File: config.mk
export PLATFORM = sky130hd
export DESIGN_NAME = serial_mod5_receiver_flat
export DESIGN_NICKNAME = d
export VERILOG_FILES = /design/src/rtl/serial_mod5_receiver_if.sv /design/src/rtl/serial_mod5_receiver.sv /design/src/flat_wrapper.sv
export SDC_FILE = /design/constraint.sdc
export NUM_CORES = 1
export LEC_CHECK = 0
export ABC_AREA = 1
export CAP_MARGIN = 20
export CELL_PAD_IN_SITES_DETAIL_PLACEMENT = 0
export CELL_PAD_IN_SITES_GLOBAL_PLACEMENT = 2
export CORE_UTILIZATION = 31
export CTS_CLUSTER_DIAMETER = 150
export DETAILED_ROUTE_END_ITERATION = 8
export GPL_TIMING_DRIVEN = 0
export PLACE_DENSITY = 0.77
export SKIP_CTS_REPAIR_TIMING = 1
export SYNTH_ARGS = -nofsm -noshare
export SYNTH_HDL_FRONTEND = slang
export SYNTH_SLANG_ARGS = --single-unit
File: constraint.sdc
create_clock -name clk -period 2 [get_ports clk]
set_clock_uncertainty 0.15 [all_clocks]
set_input_delay 0.6 -clock clk [delete_from_list [all_inputs] [get_ports clk]]
set_output_delay 0.6 -clock clk [all_outputs]
set_load 0.03 [all_outputs]
File: src/rtl/serial_mod5_receiver_if.sv
// Bundle of the serial input strobe and parallel result outputs of the mod-5 receiver.
// The master side drives the serial bit stream; the slave side is the receiver.
interface serial_mod5_receiver_if #(
    parameter int DATA_W = 8,
    parameter int CHK_W  = 3
);
    logic              sin_valid;
    logic              sin_data;
    logic              sin_first;
    logic [DATA_W-1:0] data_out;
    logic [2:0]        res_out;
    logic [CHK_W-1:0]  chk_out;
    logic              out_valid;
    logic              mod_err;
    logic              frame_abort;
    logic              busy;
    logic [3:0]        state;

    modport master (
        output sin_valid, sin_data, sin_first,
        input  data_out, res_out, chk_out, out_valid, mod_err, frame_abort, busy, state
    );

    modport slave (
        input  sin_valid, sin_data, sin_first,
        output data_out, res_out, chk_out, out_valid, mod_err, frame_abort, busy, state
    );
endinterface

File: src/rtl/serial_mod5_receiver.sv
// Deserializes an MSB-first word plus check field, tracks word mod 5 bit by bit and
// reports word, residue, received check and mismatch with a one-cycle valid pulse.
module serial_mod5_receiver #(
    parameter int DATA_W = 8,   // must be >= 2
    parameter int CHK_W  = 3    // must be >= 3
) (
    input  logic                  clk,
    input  logic                  reset,
    serial_mod5_receiver_if.slave bus
);

    localparam int CNT_MAX = (DATA_W > CHK_W) ? DATA_W : CHK_W;
    localparam int CNT_W   = $clog2(CNT_MAX + 1);

    localparam logic [3:0] IDLE  = 4'd0;
    localparam logic [3:0] DATA  = 4'd1;
    localparam logic [3:0] CHECK = 4'd2;
    localparam logic [3:0] DONE  = 4'd9;

    localparam logic [CNT_W-1:0] DATA_LAST = CNT_W'(DATA_W - 1);
    localparam logic [CNT_W-1:0] CHK_LAST  = CNT_W'(CHK_W - 1);

    logic [3:0]        state_q,       state_d;
    logic [CNT_W-1:0]  cnt_q,         cnt_d;
    logic [DATA_W-1:0] shift_q,       shift_d;
    logic [2:0]        res_q,         res_d;
    logic [CHK_W-1:0]  chk_q,         chk_d;
    logic [DATA_W-1:0] data_out_q,    data_out_d;
    logic [2:0]        res_out_q,     res_out_d;
    logic [CHK_W-1:0]  chk_out_q,     chk_out_d;
    logic              mod_err_q,     mod_err_d;
    logic              out_valid_q,   out_valid_d;
    logic              frame_abort_q, frame_abort_d;

    logic              start;
    logic              load;
    logic [DATA_W-1:0] shift_next;
    logic [CHK_W-1:0]  chk_next;

    // (2r + x) mod 5 with r in 0..4; 2r + x never exceeds 9, so one subtract suffices.
    function automatic logic [2:0] mod5_step(input logic [2:0] r, input logic x);
        logic [3:0] t;
        t = {r, x};
        return (t >= 4'd5) ? 3'(t - 4'd5) : t[2:0];
    endfunction

    assign start      = bus.sin_valid & bus.sin_first;
    assign shift_next = {shift_q[DATA_W-2:0], bus.sin_data};
    assign chk_next   = {chk_q[CHK_W-2:0], bus.sin_data};

    // NOTE: every signal driven here gets a default first, so no path can infer a latch.
    always_comb begin
        state_d       = state_q;
        cnt_d         = cnt_q;
        shift_d       = shift_q;
        res_d         = res_q;
        chk_d         = chk_q;
        data_out_d    = data_out_q;
        res_out_d     = res_out_q;
        chk_out_d     = chk_out_q;
        mod_err_d     = mod_err_q;
        out_valid_d   = 1'b0;
        frame_abort_d = 1'b0;
        load          = 1'b0;

        case (state_q)
            IDLE, DONE: begin
                if (start) load = 1'b1;
                else       state_d = IDLE;
            end
            DATA: begin
                if (start) begin
                    load          = 1'b1;
                    frame_abort_d = 1'b1;
                end else if (bus.sin_valid) begin
                    shift_d = shift_next;
                    res_d   = mod5_step(res_q, bus.sin_data);
                    if (cnt_q == DATA_LAST) begin
                        state_d = CHECK;
                        cnt_d   = '0;
                    end else begin
                        cnt_d = cnt_q + 1'b1;
                    end
                end
            end
            CHECK: begin
                if (start) begin
                    load          = 1'b1;
                    frame_abort_d = 1'b1;
                end else if (bus.sin_valid) begin
                    chk_d = chk_next;
                    if (cnt_q == CHK_LAST) begin
                        state_d     = DONE;
                        out_valid_d = 1'b1;
                        data_out_d  = shift_q;
                        res_out_d   = res_q;
                        chk_out_d   = chk_next;
                        mod_err_d   = (chk_next != CHK_W'(res_q));
                    end else begin
                        cnt_d = cnt_q + 1'b1;
                    end
                end
            end
            default: state_d = IDLE;
        endcase

        // A frame start (fresh, back-to-back or restart) always takes the bit as data MSB.
        if (load) begin
            state_d = DATA;
            cnt_d   = CNT_W'(1);
            shift_d = DATA_W'(bus.sin_data);
            res_d   = {2'b00, bus.sin_data};
            chk_d   = '0;
        end
    end

    // NOTE: the shift and check registers are plain flops, so they take the async reset
    //       like the rest of the state; there is no RAM here that would forbid it.
    // NOTE: sequential state uses non-blocking assignments only, so all flops update together.
    always_ff @(posedge clk or negedge reset) begin
        if (!reset) begin
            state_q       <= IDLE;
            cnt_q         <= '0;
            shift_q       <= '0;
            res_q         <= '0;
            chk_q         <= '0;
            data_out_q    <= '0;
            res_out_q     <= '0;
            chk_out_q     <= '0;
            mod_err_q     <= 1'b0;
            out_valid_q   <= 1'b0;
            frame_abort_q <= 1'b0;
        end else begin
            state_q       <= state_d;
            cnt_q         <= cnt_d;
            shift_q       <= shift_d;
            res_q         <= res_d;
            chk_q         <= chk_d;
            data_out_q    <= data_out_d;
            res_out_q     <= res_out_d;
            chk_out_q     <= chk_out_d;
            mod_err_q     <= mod_err_d;
            out_valid_q   <= out_valid_d;
            frame_abort_q <= frame_abort_d;
        end
    end

    assign bus.data_out    = data_out_q;
    assign bus.res_out     = res_out_q;
    assign bus.chk_out     = chk_out_q;
    assign bus.mod_err     = mod_err_q;
    assign bus.out_valid   = out_valid_q;
    assign bus.frame_abort = frame_abort_q;
    assign bus.busy        = (state_q == DATA) || (state_q == CHECK);
    assign bus.state       = state_q;

endmodule
File: src/flat_wrapper.sv
// flat-port wrapper written by rule: the top's interface ports become plain ports
module serial_mod5_receiver_flat 
#(
    parameter int DATA_W = 8,                  
    parameter int CHK_W  = 3                   
)
  (clk, reset, bus_sin_valid, bus_sin_data, bus_sin_first, bus_data_out, bus_res_out, bus_chk_out, bus_out_valid, bus_mod_err, bus_frame_abort, bus_busy, bus_state);
  serial_mod5_receiver_if #(.DATA_W(DATA_W), .CHK_W(CHK_W)) bus_i ();
  input  logic clk;
  input  logic reset;
  input wire logic [$bits(bus_i.sin_valid)-1:0] bus_sin_valid;
  input wire logic [$bits(bus_i.sin_data)-1:0] bus_sin_data;
  input wire logic [$bits(bus_i.sin_first)-1:0] bus_sin_first;
  output wire logic [$bits(bus_i.data_out)-1:0] bus_data_out;
  output wire logic [$bits(bus_i.res_out)-1:0] bus_res_out;
  output wire logic [$bits(bus_i.chk_out)-1:0] bus_chk_out;
  output wire logic [$bits(bus_i.out_valid)-1:0] bus_out_valid;
  output wire logic [$bits(bus_i.mod_err)-1:0] bus_mod_err;
  output wire logic [$bits(bus_i.frame_abort)-1:0] bus_frame_abort;
  output wire logic [$bits(bus_i.busy)-1:0] bus_busy;
  output wire logic [$bits(bus_i.state)-1:0] bus_state;
  assign bus_i.sin_valid = bus_sin_valid;
  assign bus_i.sin_data = bus_sin_data;
  assign bus_i.sin_first = bus_sin_first;
  assign bus_data_out = bus_i.data_out;
  assign bus_res_out = bus_i.res_out;
  assign bus_chk_out = bus_i.chk_out;
  assign bus_out_valid = bus_i.out_valid;
  assign bus_mod_err = bus_i.mod_err;
  assign bus_frame_abort = bus_i.frame_abort;
  assign bus_busy = bus_i.busy;
  assign bus_state = bus_i.state;
  serial_mod5_receiver #(.DATA_W(DATA_W), .CHK_W(CHK_W)) u_core (.clk(clk), .reset(reset), .bus(bus_i));
endmodule
==> results.md <==
* Die H at about 80 um
* Vias in the first global route at around 1500
* Synth Area in Simple Gates at 31.5%
* R2R Path End: u_core.bus.res_out[2]
* Maxcap violations at 0
* Yosys reg bits at 37
* CTS Root Cell: clkbuf_8
* Crit-path slowest cell: dfrtp_1
* Status: finished with violations
* Synth Area in Adders at 2.77%
* Worst setup SP type: flop
* Clock Latency Late Sink at 280 ps
* Clk slew on worst S/H paths at ~80 ps
* Mapped Area at between 0.0015 and 0.002 mm^2
* Row count at 27
* DIE WIDTH at between 70 and 80 um
* Final ANT Viol Nets at 0
* Critical Path RT at approximately 1300 ps
* Mean area per synthesized cell at between 7 and 8 um^2
* Detailed router's first-iteration violation count at 99
* FF-to-FF Start: u_core.cnt_q[0]
* GPL Wtd Cong at 0.800
* Compound-Gate Fraction of Synth Area at just under 7%
* Nets at roughly 270
* Final WL at approximately 3700 um
* Setup crit end kind: output pin
* GRT Util Overall at between 10% and 20%
* Syn nets at 236
* Critical Path AT at between 1000 and 1500 ps
* PortBufs at 25
* Mux contribution to synthesized area at 0%
* FILL cells at roughly 600
* Sink Count at 37
* Initial antenna violation count at 0
* PwrDens at between 1000 and 1500 mW/mm^2
* CTS tree: yes
* Leak Pwr at around 1.5 nW
* Critical Path Source: u_core.bus.state[1]
* Seq/Total Area, Yosys at 51.2%
* Final period util at 104%
* Unique cell type count in the Yosys netlist at 22
* Diode count at 0
* Commonest non-fill, non-tap cell in the layout: nand2_1
* Ys Warns at 0
* Commonest cells after routing, fill and taps aside: nand2_1, dfrtp_1, dlymetal6s2s_1
* Final Worst Setup Slack at -81.3 ps
* Via density at 4.34
* CP max FO at 5
* Crit path time final at around 2100 ps
* Initial Utilization at around 32%
* Core Box Area at 0.00557 mm^2
* Final hold violations at 0
* Drc violations at 0
* Max rail drop VDD at 0.487 mV
* Post-DP HPWL at ~2700 um
* Hold Crit Class: input pin to async pin
* Num CTS Buffers at 5
* Synthesized instance count at between 200 and 250
* R2R depth at 8
* Critical-path cell list: inv_1 > nand3_1 > nand2_2 > buf_2
* DP Worst Slack at -305 ps
* H-tree Lvls at 2
* RSZ-0062 raised after global routing: true
* First-pass GRT wire length at 6870 um
* Count of final max-slew check failures at 0
* Slew @ Worst Pin at 838 ps
* Largest net degree at the start of global routing at 38
* Max-slew headroom at approximately 44%
* Clock Path Buffers at 2
* Cells after DPL at about 320
* Failing checks: setup timing
* Flop-to-flop setup slack at about 310 ps
* XOR/XNOR Fraction of Synth Area at 0%
* Crit Path Class: flop to output pin
* Finished Layout Cells at 335
* Share of layout cells above drive strength 1 at around 14%
* Vias at around 1500
* Ports at 27
* Max incr delay on CP at 430 ps
* Drt first pass iters at 4
* Main combinational cell family by area after synthesis: simple AND/OR/NAND/NOR gates
* Wire per inst at approximately 11 um
* Max Fclk at 480 MHz
* Die area at 0.00614 mm^2
* Gr ovfl total at 0
* Area growth from synthesis to layout at 29.1%
* Final setup vio count at 1
[worst max-delay path, delay by kind of cell (launching register included)]
kind	cells	cell delay, ps
buffers and inverters	2	300
DFF	1	430
and+or+nand+nor	2	320
[per-layer routing]
| layer | vias to the layer above | GRT usage, % | wire length, um |
|---|---|---|---|
| met2 | 21 | 23.6 | 1700 |
| met5 | - | 0 | 0 |
| met1 | 650 | 18.2 | 1880 |
| met4 | 0 | 5.00 | 27 |
| met3 | 2 | 3.14 | 119 |
| li1 | 780 | - | - |
[cells in the mapped netlist]
cell	count	area, um^2
buf_4	2	15.0
nand2_1	100	375
nand2_2	2	12.5
nand4_1	4	25.0
a21oi_1	1	5.00
ha_1	4	50.1
buf_2	4	20.0
nand2_4	1	11.3
nor2_1	10	37.5
buf_6	2	22.5
o21ai_1	10	50.1
dfrtp_1	37	926
conb_1	1	3.75
inv_1	18	67.6
nand3_1	16	80.1
o2111ai_1	1	8.76
nor2_4	1	11.3
nand3_2	1	10.0
or2_2	1	6.26
o21ai_0	3	15.0
o21ai_2	5	43.8
inv_2	3	11.3
[metrics by stage]
| stage | hold WS [ps] | total power, mW | instance area [um^2] | setup TNS (ps) | utilization, % |
|---|---|---|---|---|---|
| floorplan | 154 | 1.70 | 1810 | 0 | - |
| global placement | 305 | 1.98 | 2150 | -36770 | 38.5 |
| detailed placement | 308 | 1.96 | 2140 | -7360 | 38.5 |
| CTS | 286 | 2.64 | 2260 | -2230 | 40.5 |
| global route | 332 | 2.84 | 2330 | -190 | 41.9 |
| finish | 262 | 2.58 | 2330 | -81.3 | 41.9 |
[worst max path at each step]
stage                           end  depth (start not counted)  slack (ps)
floorplan                  bus_busy                          3         160
global placement    u_core.cnt_q[1]                          1        -780
detailed placement         bus_busy                          4        -300
CTS                        bus_busy                          4        -640
global route               bus_busy                          4        -190
finish                     bus_busy                          4         -80
[sequential cells by signal, summed over array words and instances (netlist names)]
register,flops
u_core.bus.chk_out,3
u_core.bus.frame_abort,1
u_core.cnt_q,4
u_core.bus.mod_err,1
u_core.chk_q,2
u_core.bus.res_out,3
u_core.shift_q,8
u_core.bus.data_out,8
u_core.bus.state,3
u_core.bus.out_valid,1
u_core.res_q,3
[power by group]
part | switching, mW | internal [mW] | leakage (nW)
Clock | 0.280 | 0.373 | 0.0543
Sequential | 0.151 | 0.910 | 0.498
Combinational | 0.551 | 0.316 | 0.983
Total | 0.982 | 1.60 | 1.53
[cell type report]
| type | count | area [um^2] | share of cell area (%) |
|---|---|---|---|
| Buffer | 8 | 57.6 | 2.47 |
| Clock inverter | 3 | 46.3 | 1.98 |
| Multi-Input combinational cell | 161 | 748 | 32.1 |
| Clock buffer | 5 | 68.8 | 2.95 |
| Timing Repair Buffer | 28 | 318 | 13.6 |
| Inverter | 21 | 78.8 | 3.38 |
| Sequential cell | 37 | 926 | 39.7 |
| Tap cell | 72 | 90.1 | 3.86 |
[cells by family after synthesis]
kind of cell | Yosys count
compound gates | 20
buf+inv | 29
flops | 37
fa+ha+maj | 4
other cells | 1
simple gates | 136
(Power assumes the default switching activity.)
